$ cat src/rtl/pmu_pkg.sv
// Shared PMU constants: default counter geometry and the write-address width helper,
// also used by the quota stage.
package pmu_pkg;

  localparam int REG_WIDTH  = 32;
  localparam int N_COUNTERS = 9;

  // Never narrower than one bit, so a single-counter bank still has an address port.
  function automatic int pmu_addr_w(input int n);
    return (n > 1) ? $clog2(n) : 1;
  endfunction

  localparam int ADDR_W = pmu_addr_w(N_COUNTERS);

endpackage

$ cat src/rtl/pmu_counter_cell.sv
// One wrap-around event counter with software preset and a sticky overflow flag.
// Priority: soft reset, then write, then increment, then hold.
module pmu_counter_cell
  import pmu_pkg::*;
#(
  parameter int W = REG_WIDTH
) (
  input  logic         clk_i,
  input  logic         rst_i,
  input  logic         softrst_i,
  input  logic         inc_i,
  input  logic         wr_i,
  input  logic [W-1:0] wdata_i,
  input  logic         ovf_clr_i,
  output logic [W-1:0] value_o,
  output logic         ovf_o
);

  localparam logic [W-1:0] ONE = W'(1);

  logic [W-1:0] value_q, value_d;
  logic         ovf_q, ovf_d;
  logic         wrap;

  always_comb begin
    wrap    = 1'b0;
    value_d = value_q;
    ovf_d   = ovf_q;
    if (softrst_i) begin
      value_d = '0;
      ovf_d   = 1'b0;
    end else begin
      if (wr_i) begin
        value_d = wdata_i;
      end else if (inc_i) begin
        value_d = value_q + ONE;
        wrap    = (value_q == '1);
      end
      // A wrap in the same cycle as a clear keeps the flag set.
      if (wrap) begin
        ovf_d = 1'b1;
      end else if (ovf_clr_i) begin
        ovf_d = 1'b0;
      end
    end
  end

  always_ff @(posedge clk_i or posedge rst_i) begin
    if (rst_i) begin
      value_q <= '0;
      ovf_q   <= 1'b0;
    end else begin
      value_q <= value_d;
      ovf_q   <= ovf_d;
    end
  end

  assign value_o = value_q;
  assign ovf_o   = ovf_q;

endmodule

$ cat src/rtl/pmu_event_counters.sv
// PMU event-counter bank: registers event strobes, counts them in parallel counters,
// and raises a masked interrupt from the sticky overflow flags.
module pmu_event_counters
  import pmu_pkg::*;
#(
  parameter  int REG_WIDTH  = pmu_pkg::REG_WIDTH,
  parameter  int N_COUNTERS = pmu_pkg::N_COUNTERS,
  localparam int ADDR_W     = pmu_addr_w(N_COUNTERS)
) (
  input  logic                  clk_i,
  input  logic                  rst_i,
  input  logic                  softrst_i,
  input  logic                  en_i,
  input  logic [N_COUNTERS-1:0] events_i,
  input  logic                  we_i,
  input  logic [ADDR_W-1:0]     waddr_i,
  input  logic [REG_WIDTH-1:0]  wdata_i,
  input  logic [N_COUNTERS-1:0] ovf_clr_i,
  input  logic [N_COUNTERS-1:0] ovf_mask_i,
  output logic [REG_WIDTH-1:0]  counter_value_o [0:N_COUNTERS-1],
  output logic [N_COUNTERS-1:0] overflow_o,
  output logic                  intr_overflow_o
);

  logic [N_COUNTERS-1:0] ev_q;
  logic [N_COUNTERS-1:0] wr_sel;
  logic [N_COUNTERS-1:0] inc;
  logic                  intr_q;

  always_ff @(posedge clk_i or posedge rst_i) begin
    if (rst_i) begin
      ev_q <= '0;
    end else if (softrst_i) begin
      ev_q <= '0;
    end else begin
      ev_q <= events_i;
    end
  end

  // Addresses at or above N_COUNTERS match no cell, so such writes are dropped.
  for (genvar n = 0; n < N_COUNTERS; n++) begin : g_cell
    assign wr_sel[n] = we_i && (waddr_i == ADDR_W'(n));
    assign inc[n]    = en_i && ev_q[n];

    pmu_counter_cell #(
      .W(REG_WIDTH)
    ) u_cell (
      .clk_i     (clk_i),
      .rst_i     (rst_i),
      .softrst_i (softrst_i),
      .inc_i     (inc[n]),
      .wr_i      (wr_sel[n]),
      .wdata_i   (wdata_i),
      .ovf_clr_i (ovf_clr_i[n]),
      .value_o   (counter_value_o[n]),
      .ovf_o     (overflow_o[n])
    );
  end

  // Registered from the current flags, so the interrupt trails the flag by one edge.
  always_ff @(posedge clk_i or posedge rst_i) begin
    if (rst_i) begin
      intr_q <= 1'b0;
    end else if (softrst_i) begin
      intr_q <= 1'b0;
    end else begin
      intr_q <= |(overflow_o & ovf_mask_i);
    end
  end

  assign intr_overflow_o = intr_q;

endmodule

$ cat config.mk
export PLATFORM = sky130hd
export DESIGN_NAME = pmu_event_counters
export DESIGN_NICKNAME = d
export VERILOG_FILES = /design/src/rtl/pmu_pkg.sv /design/src/rtl/pmu_counter_cell.sv /design/src/rtl/pmu_event_counters.sv
export SDC_FILE = /design/constraint.sdc
export NUM_CORES = 1
export LEC_CHECK = 0
export CORE_ASPECT_RATIO = 0.9
export CORE_UTILIZATION = 35
export CTS_CLUSTER_DIAMETER = 120
export DETAILED_ROUTE_END_ITERATION = 8
export GPL_TIMING_DRIVEN = 0
export SYNTH_ARGS = -nofsm -noshare
export SYNTH_HDL_FRONTEND = slang
export SYNTH_SLANG_ARGS = --single-unit
$ cat constraint.sdc
create_clock -name clk_i -period 13.3 [get_ports clk_i]
set_input_delay 2.66 -clock clk_i [delete_from_list [all_inputs] [get_ports clk_i]]
set_output_delay 2.66 -clock clk_i [all_outputs]
set_load 0.1 [all_outputs]
==> key figures, run 1 <==
Route
  • DR WL/cell: 26.0 um
  • Metal-1 WL: 34000 um
  • Via count: 18800
  • Routed met2 length: 35100 um
  • Routed WL: 81700 um
  • Residual DRC: 0
  • Final ANT Viol Nets: 0
  • Number of vias per cell: 5.98
  • DR pass1 iterations: 6
  • First DRT Iteration DRCs: 1829
  • Highest routed layer: met5
  • Met3 Routed Length: 9010 um

Logic synthesis
  • Post-synth top cells: nor2_1 (325), dfrtp_1 (307), a211oi_1 (245)
  • Main combinational cell family by area after synthesis: simple AND/OR/NAND/NOR gates
  • Simple-gate area share of the yosys netlist: 0.266
  • Post-synth EDFFs: 0
  • Post-synthesis mux area share: 0.00277
  • Synthesized instance count: 2054
  • Synth Area in Compound Gates: 0.139
  • XOR/XNOR share of the synthesized area: 0.119
  • Syn nets: 2131
  • Yosys top cell by area: dfrtp_1
  • Share of flip-flops with an asynchronous set or reset: 1.00
  • Mapped Area: 0.0181 mm^2
  • FF+latch count, synth: 307
  • Avg Synthesized Cell Area: 8.80 um^2
  • Ranking of synthesized cells by area: dfrtp_1 (43%), a211oi_1 (10%), xor2_1 (7.7%)
  • Synth top area share: 0.425
  • Adder-cell area share of the yosys netlist: 0.00623
  • Distinct cells, synth: 61
  • Predominant post-synthesis flop cell: dfrtp_1
  • Sequential share of the synthesized area: 0.425
  • Synth warnings: 0
  • Top-count cell post-synth: nor2_1

Pwr
  • PwrDens: 102 mW/mm^2
  • Leakage Power: 8.82 nW
  • Max VDD drop: 79.9 uV

STA
  • Max Slew Vio Count: 30
  • Period utilization: 0.443
  • Minimum clock period: 5890 ps
  • Relative slew slack: -0.0341
  • Unrepaired setup endpoints after global routing: false
  • Setup TNS: 0 ps
  • Final worst setup slack: 7410 ps
  • Fin. Hold Viols: 0
  • Final setup viols: 0
  • Highest Clock Rate: 170 MHz
  • Setup clock skew after layout: 16.1 ps
  • Tightest Pin Transition: 1550 ps

Clock network
  • CTS H-tree lvls: 2
  • Longest Clk Path Bufs: 3
  • # hold bufs at CTS: 0
  • Clock-pin transition on the worst setup and hold timing paths: 60 ps
  • TritonCTS Buffers: 37
  • Root buffer cell: clkbuf_16
  • # clock sinks: 307
  • Skew-Pair Late Insertion Delay: 570 ps
  • CTS tree: yes
  • # Post-CTS Setup Buffers: 0
  • Resize count post-CTS: 0

Worst setup path
  • Worst setup EP type: register
  • Crit Path Max Fanout: 11
  • Worst endpoint data arrival time: 6350 ps
  • CP startpoint kind: primary input
  • Cell family with most CP delay: buffers and inverters
  • Worst EP required: 13760 ps
  • CP dominant cell by count: clkbuf_1
  • Critical-path cell list: clkdlybuf4s50_1 -> buf_2 -> clkbuf_1 -> clkbuf_1 -> nand2_1 -> a21oi_1 -> inv_1 -> o31ai_1
  • Crit Path Category: in -> reg
  • Buffer and inverter count on the worst path: 5
  • Crit-path slowest cell: clkdlybuf4s50_1
  • CP peak stage delay: 770 ps

Placed design
  • DP Worst Slack: 6970 ps
  • Post-DP Area: 0.0223 mm^2
  • Placed cell count: 3071
  • Port bufs: 334
  • Placer Congestion: 0.959
  • DP HPWL: 56500 um

Global routing
  • Overall Global Routing Usage: 0.305
  • Vias in the first global route: 17800
  • Initial antenna violation count: 5
  • Overflow after GRT: 0
  • First-pass GRT wire length: 120000 um
  • Pin count of the biggest net entering global routing: 121

Cells and area
  • Share of cells above drive strength 1: 0.0354
  • Final Core Density: 0.466
  • Final nets: 2508
  • Syn-to-layout area delta: 30.5%
  • Finished Cell Area: 0.0236 mm^2
  • Fin cells: 3137

Floorplan
  • Chip Width: 242 um
  • Die height: 218 um
  • Die footprint: 0.0525 mm^2
  • # IOs: 366
  • Row cnt: 78
  • Initial Util: 0.357
  • Core box area: 0.0507 mm^2

Status
  • Status: finished with violations
  • Failing checks: max-capacitance violations, max-slew violations

Flow run
  • Number of max-cap violations: 5

Min path
  • Hold Crit Class: reg -> reg
## layout by cell type (no fill, tap or decap), types with 5 or more instances in the layout
master / netlist / routed
clkdlybuf4s50_1: 0 / 334
nor2_1: 325 / 325
dfrtp_1: 307 / 307
a211oi_1: 245 / 245
xor2_1: 158 / 158
nand2_1: 137 / 137
nand4_1: 123 / 123
nand3_1: 117 / 117
clkbuf_1: 107 / 116
xnor2_1: 88 / 88
nor3_1: 54 / 54
and3_1: 50 / 50
buf_1: 43 / 40
clkbuf_16: 0 / 39
and4_1: 37 / 37
nor4_1: 29 / 29
inv_1: 26 / 25
and2_1: 24 / 24
a311oi_1: 21 / 21
or3_1: 20 / 20
o21ai_0: 17 / 17
nor2b_1: 12 / 12
a21oi_1: 12 / 12
clkbuf_8: 0 / 11
ha_1: 9 / 9
buf_4: 9 / 9
or4_1: 7 / 7
a32o_1: 7 / 7
buf_2: 3 / 6
o31ai_1: 6 / 6
mux2i_1: 5 / 5
nor3b_1: 5 / 5
## worst reg2reg max path, stage by stage (launching register included)
cell     delay (ps)
dfrtp_1         470
nand4_1         240
nor4_1         1170
nand3_1         210
or4_1           510
o21ai_0         100
## path summary, 6_finish.rpt
path                                             start                           end  slack (ps)  cells after the start
max                                               en_i  g_cell[8].u_cell.value_o[31]        7410                      8
min                             g_cell[7].u_cell.ovf_o        g_cell[7].u_cell.ovf_o         580                      2
max reg2reg                g_cell[6].u_cell.value_o[2]  g_cell[6].u_cell.value_o[25]       10520                      5
min reg2reg                     g_cell[7].u_cell.ovf_o        g_cell[7].u_cell.ovf_o         580                      2
max in group asynchronous                        rst_i  g_cell[3].u_cell.value_o[11]        9700                      3
min in group asynchronous                        rst_i  g_cell[1].u_cell.value_o[23]        2560                      2
## logic make-up after synthesis
logic type | count (synthesis)
adder cells (fa/ha/maj) | 9
AND/OR/NAND/NOR | 962
XOR/XNOR | 246
flip-flops | 307
buffers and inverters | 189
AO/OA/AOI/OAI | 336
multiplexers | 5
## flip-flops by register name, summed over array words and instances (netlist names)
name / count
ev_q: 9
g_cell.u_cell.ovf_o: 9
g_cell.u_cell.value_o: 288
intr_overflow_o: 1
## power by group
part           internal [mW]  switching (mW)  leakage (nW)
Sequential             0.956          0.0374          4.24
Clock                  0.615           0.432         0.601
Combinational         0.0766           0.291          3.97
## through the flow
| stage | power (mW) | hold WS [ps] |
|---|---|---|
| 5_1_grt | 2.47 | 594 |
| 6_report | 2.41 | 579 |
| 4_1_cts | 2.42 | 577 |
| 3_3_place_gp | 1.37 | 554 |
| 2_1_floorplan | 1.23 | 465 |
| 3_5_place_dp | 1.37 | 569 |
## per-layer routing
| layer | track usage | vias up |
|---|---|---|
| met3 | 0.0836 | 174 |
| li1 | - | 8210 |
| met1 | 0.415 | 9289 |
| met4 | 0.132 | 6 |
| met5 | 0 | - |
| met2 | 0.453 | 1092 |
## layout make-up
type	count	area (um^2)
Multi-Input combinational cell	1558	9640
Sequential cell	307	7680
Inverter	27	109
Clock buffer	59	1160
Antenna cell	1	2.50
Fill cell	4933	27100
Buffer	162	649
Clock inverter	5	53.8
Tap cell	680	851
Timing Repair Buffer	338	3430
Note: power is estimated with default switching activity, not from simulation.
==> inputs of run 2 (changes only) <==
Clock period 13.3 ns to 5.8 ns, I/O delays scaled along.
==> run 2 against run 1 <==
The run still ends with max-capacitance violations, max-slew violations left. Via count shrank 0.12%. Final area grew 0.42%. Clock skew grew 3.4 ps. Power grew 130%. Combinational power grew 130%. Sequential share of layout area shrank 0.14 points. Core utilization grew 0.20 points. Non-clock buffer count grew 6. Clock power grew 130%. Worst setup slack lost 6100 ps. Count of clock-buffer cells in the layout shrank 3. Die area is the same. Critical path type unchanged. Critical endpoint is now g_cell[0].u_cell.value_o[27]. Largest cell class unchanged.
==> key figures, run 2 (same netlist as run 1, synthesis figures left out) <==
Placed design
  • Placed cell count: 3077
  • DP HPWL: 56800 um
  • Port bufs: 334
  • DP Worst Slack: 900 ps
  • Placer Congestion: 0.936

Clock network
  • Resize count post-CTS: 0
  • Longest Clk Path Bufs: 3
  • Skew-Pair Late Insertion Delay: 570 ps
  • CTS H-tree lvls: 2
  • # Post-CTS Setup Buffers: 0
  • # hold bufs at CTS: 0
  • # clock sinks: 307
  • Clock-pin transition on the worst setup and hold timing paths: 60 ps
  • TritonCTS Buffers: 37
  • CTS tree: yes
  • Root buffer cell: clkbuf_16

Pwr
  • Internal power: 3.78 mW
  • Pwr Total: 5.54 mW
  • Gate power share: 0.154
  • Sw Ratio: 0.317
  • Sw power: 1.76 mW
  • Max VDD drop: 175 uV
  • Seq pwr share: 0.411
  • Leakage Power: 8.86 nW
  • Clock network power share: 0.435
  • PwrDens: 234 mW/mm^2

STA
  • Setup clock skew after layout: 19.5 ps
  • Minimum clock period: 4500 ps
  • Period utilization: 0.775
  • Setup TNS: 0 ps
  • Max Slew Vio Count: 50
  • Fin. Hold Viols: 0
  • Final setup viols: 0
  • Relative slew slack: -0.0343
  • Highest Clock Rate: 222 MHz
  • Tightest Pin Transition: 1550 ps
  • Unrepaired setup endpoints after global routing: false
  • Final worst setup slack: 1300 ps

Cells and area
  • Fin cells: 3143
  • Syn-to-layout area delta: 31.0%
  • Final nets: 2514
  • Largest register FFs: 288
  • Most frequent cells in the layout: clkdlybuf4s50_1 (334), nor2_1 (325), dfrtp_1 (307)
  • Inserted Diodes: 0
  • Share of cells above drive strength 1: 0.0374
  • Fill cells: 4795
  • Most common cell after layout, fill and taps aside: clkdlybuf4s50_1

Worst setup path
  • CP peak stage delay: 1150 ps
  • CP endpoint: g_cell[0].u_cell.value_o[27]
  • CP startpoint kind: primary input
  • Crit Path Max Fanout: 10
  • Reg2reg end: g_cell[6].u_cell.value_o[25]
  • Worst endpoint data arrival time: 4950 ps
  • Cell family with most CP delay: buffers and inverters
  • CP dominant cell by count: buf_2
  • Flop-to-flop setup slack: 2960 ps
  • Worst r2r src: g_cell[6].u_cell.value_o[2]
  • Worst EP required: 6250 ps
  • Worst setup EP type: register
  • Crit Path Category: in -> reg
  • Buffer and inverter count on the worst path: 3
  • Crit. Startpoint: en_i
  • FF-to-FF path depth: 5
  • Crit-path slowest cell: nor3_1
  • Levels on crit path: 8
  • Critical-path cell list: clkdlybuf4s50_1 -> buf_2 -> buf_2 -> nand2_1 -> nor3_1 -> nand4_1 -> xor2_1 -> a211oi_1

Route
  • Residual DRC: 0
  • DR pass1 iterations: 6
  • First DRT Iteration DRCs: 2182
  • Number of vias per cell: 5.97
  • Routed WL: 81600 um
  • Final ANT Viol Nets: 0
  • DR WL/cell: 25.9 um
  • Via count: 18700

Global routing
  • Overall Global Routing Usage: 0.306
  • Overflow after GRT: 0
  • First-pass GRT wire length: 120000 um
  • Initial antenna violation count: 7
  • Pin count of the biggest net entering global routing: 41
  • Vias in the first global route: 18100

Flow run
  • Number of max-cap violations: 7

Floorplan
  • Row cnt: 78
  • Core box area: 0.0507 mm^2
  • Chip Width: 242 um
  • Die height: 218 um
  • # IOs: 366
  • Initial Util: 0.357
  • Die footprint: 0.0525 mm^2

Status
  • Failing checks: max-capacitance violations, max-slew violations
  • Status: finished with violations

Min path
  • Hold depth: 2
  • Hold Crit Class: reg -> reg
## run 2: area by class of cell
cell class,count,area (um^2),area share
Timing Repair Buffer,344,3540,0.149
Inverter,27,105,0.00444
Clock inverter,9,103,0.00433
Buffer,162,648,0.0274
Clock buffer,56,1110,0.0469
Sequential cell,307,7680,0.324
Tap cell,680,851,0.0359
Multi-Input combinational cell,1558,9640,0.407
## run 2: per-stage QoR
step	area (um^2)	utilization	hold slack, ps
after floorplan	18100	-	465
after global placement	22300	0.440	557
after detailed placement	22400	0.443	558
after CTS	23700	0.467	569
after global routing	23700	0.467	589
final	23700	0.467	573
## run 2: metal layers
layer	part of all wire	wire, um	global-route usage
met1	0.41	33600	0.407
met2	0.43	35100	0.460
met3	0.11	8740	0.0813
met4	0.049	4000	0.146
met5	0.00088	72	0
## run 2: worst min-delay path by stage
| stage | startpoint | endpoint |
|---|---|---|
| final | g_cell[3].u_cell.ovf_o | g_cell[3].u_cell.ovf_o |
| after floorplan | g_cell[4].u_cell.ovf_o | g_cell[4].u_cell.ovf_o |
| after global routing | g_cell[5].u_cell.ovf_o | g_cell[5].u_cell.ovf_o |
| after CTS | g_cell[3].u_cell.ovf_o | g_cell[3].u_cell.ovf_o |
| after global placement | g_cell[3].u_cell.ovf_o | g_cell[3].u_cell.ovf_o |
| after detailed placement | g_cell[3].u_cell.ovf_o | g_cell[3].u_cell.ovf_o |
## run 2: worst min-delay path, delay by kind of cell (launching register included)
family,cells,cell delay (ps)
and+or+nand+nor,1,80
DFF,1,390
AOI/OAI and AO/OA,1,60
## run 2: power by group through the flow
stage               Combinational, mW  Sequential (mW)  Clock [mW]
floorplan                       0.198             2.62           0
global placement                0.825             2.31           0
detailed placement              0.845             2.31           0
CTS                             0.847             2.27        2.44
global route                    0.879             2.28        2.52
finish                          0.852             2.28        2.41
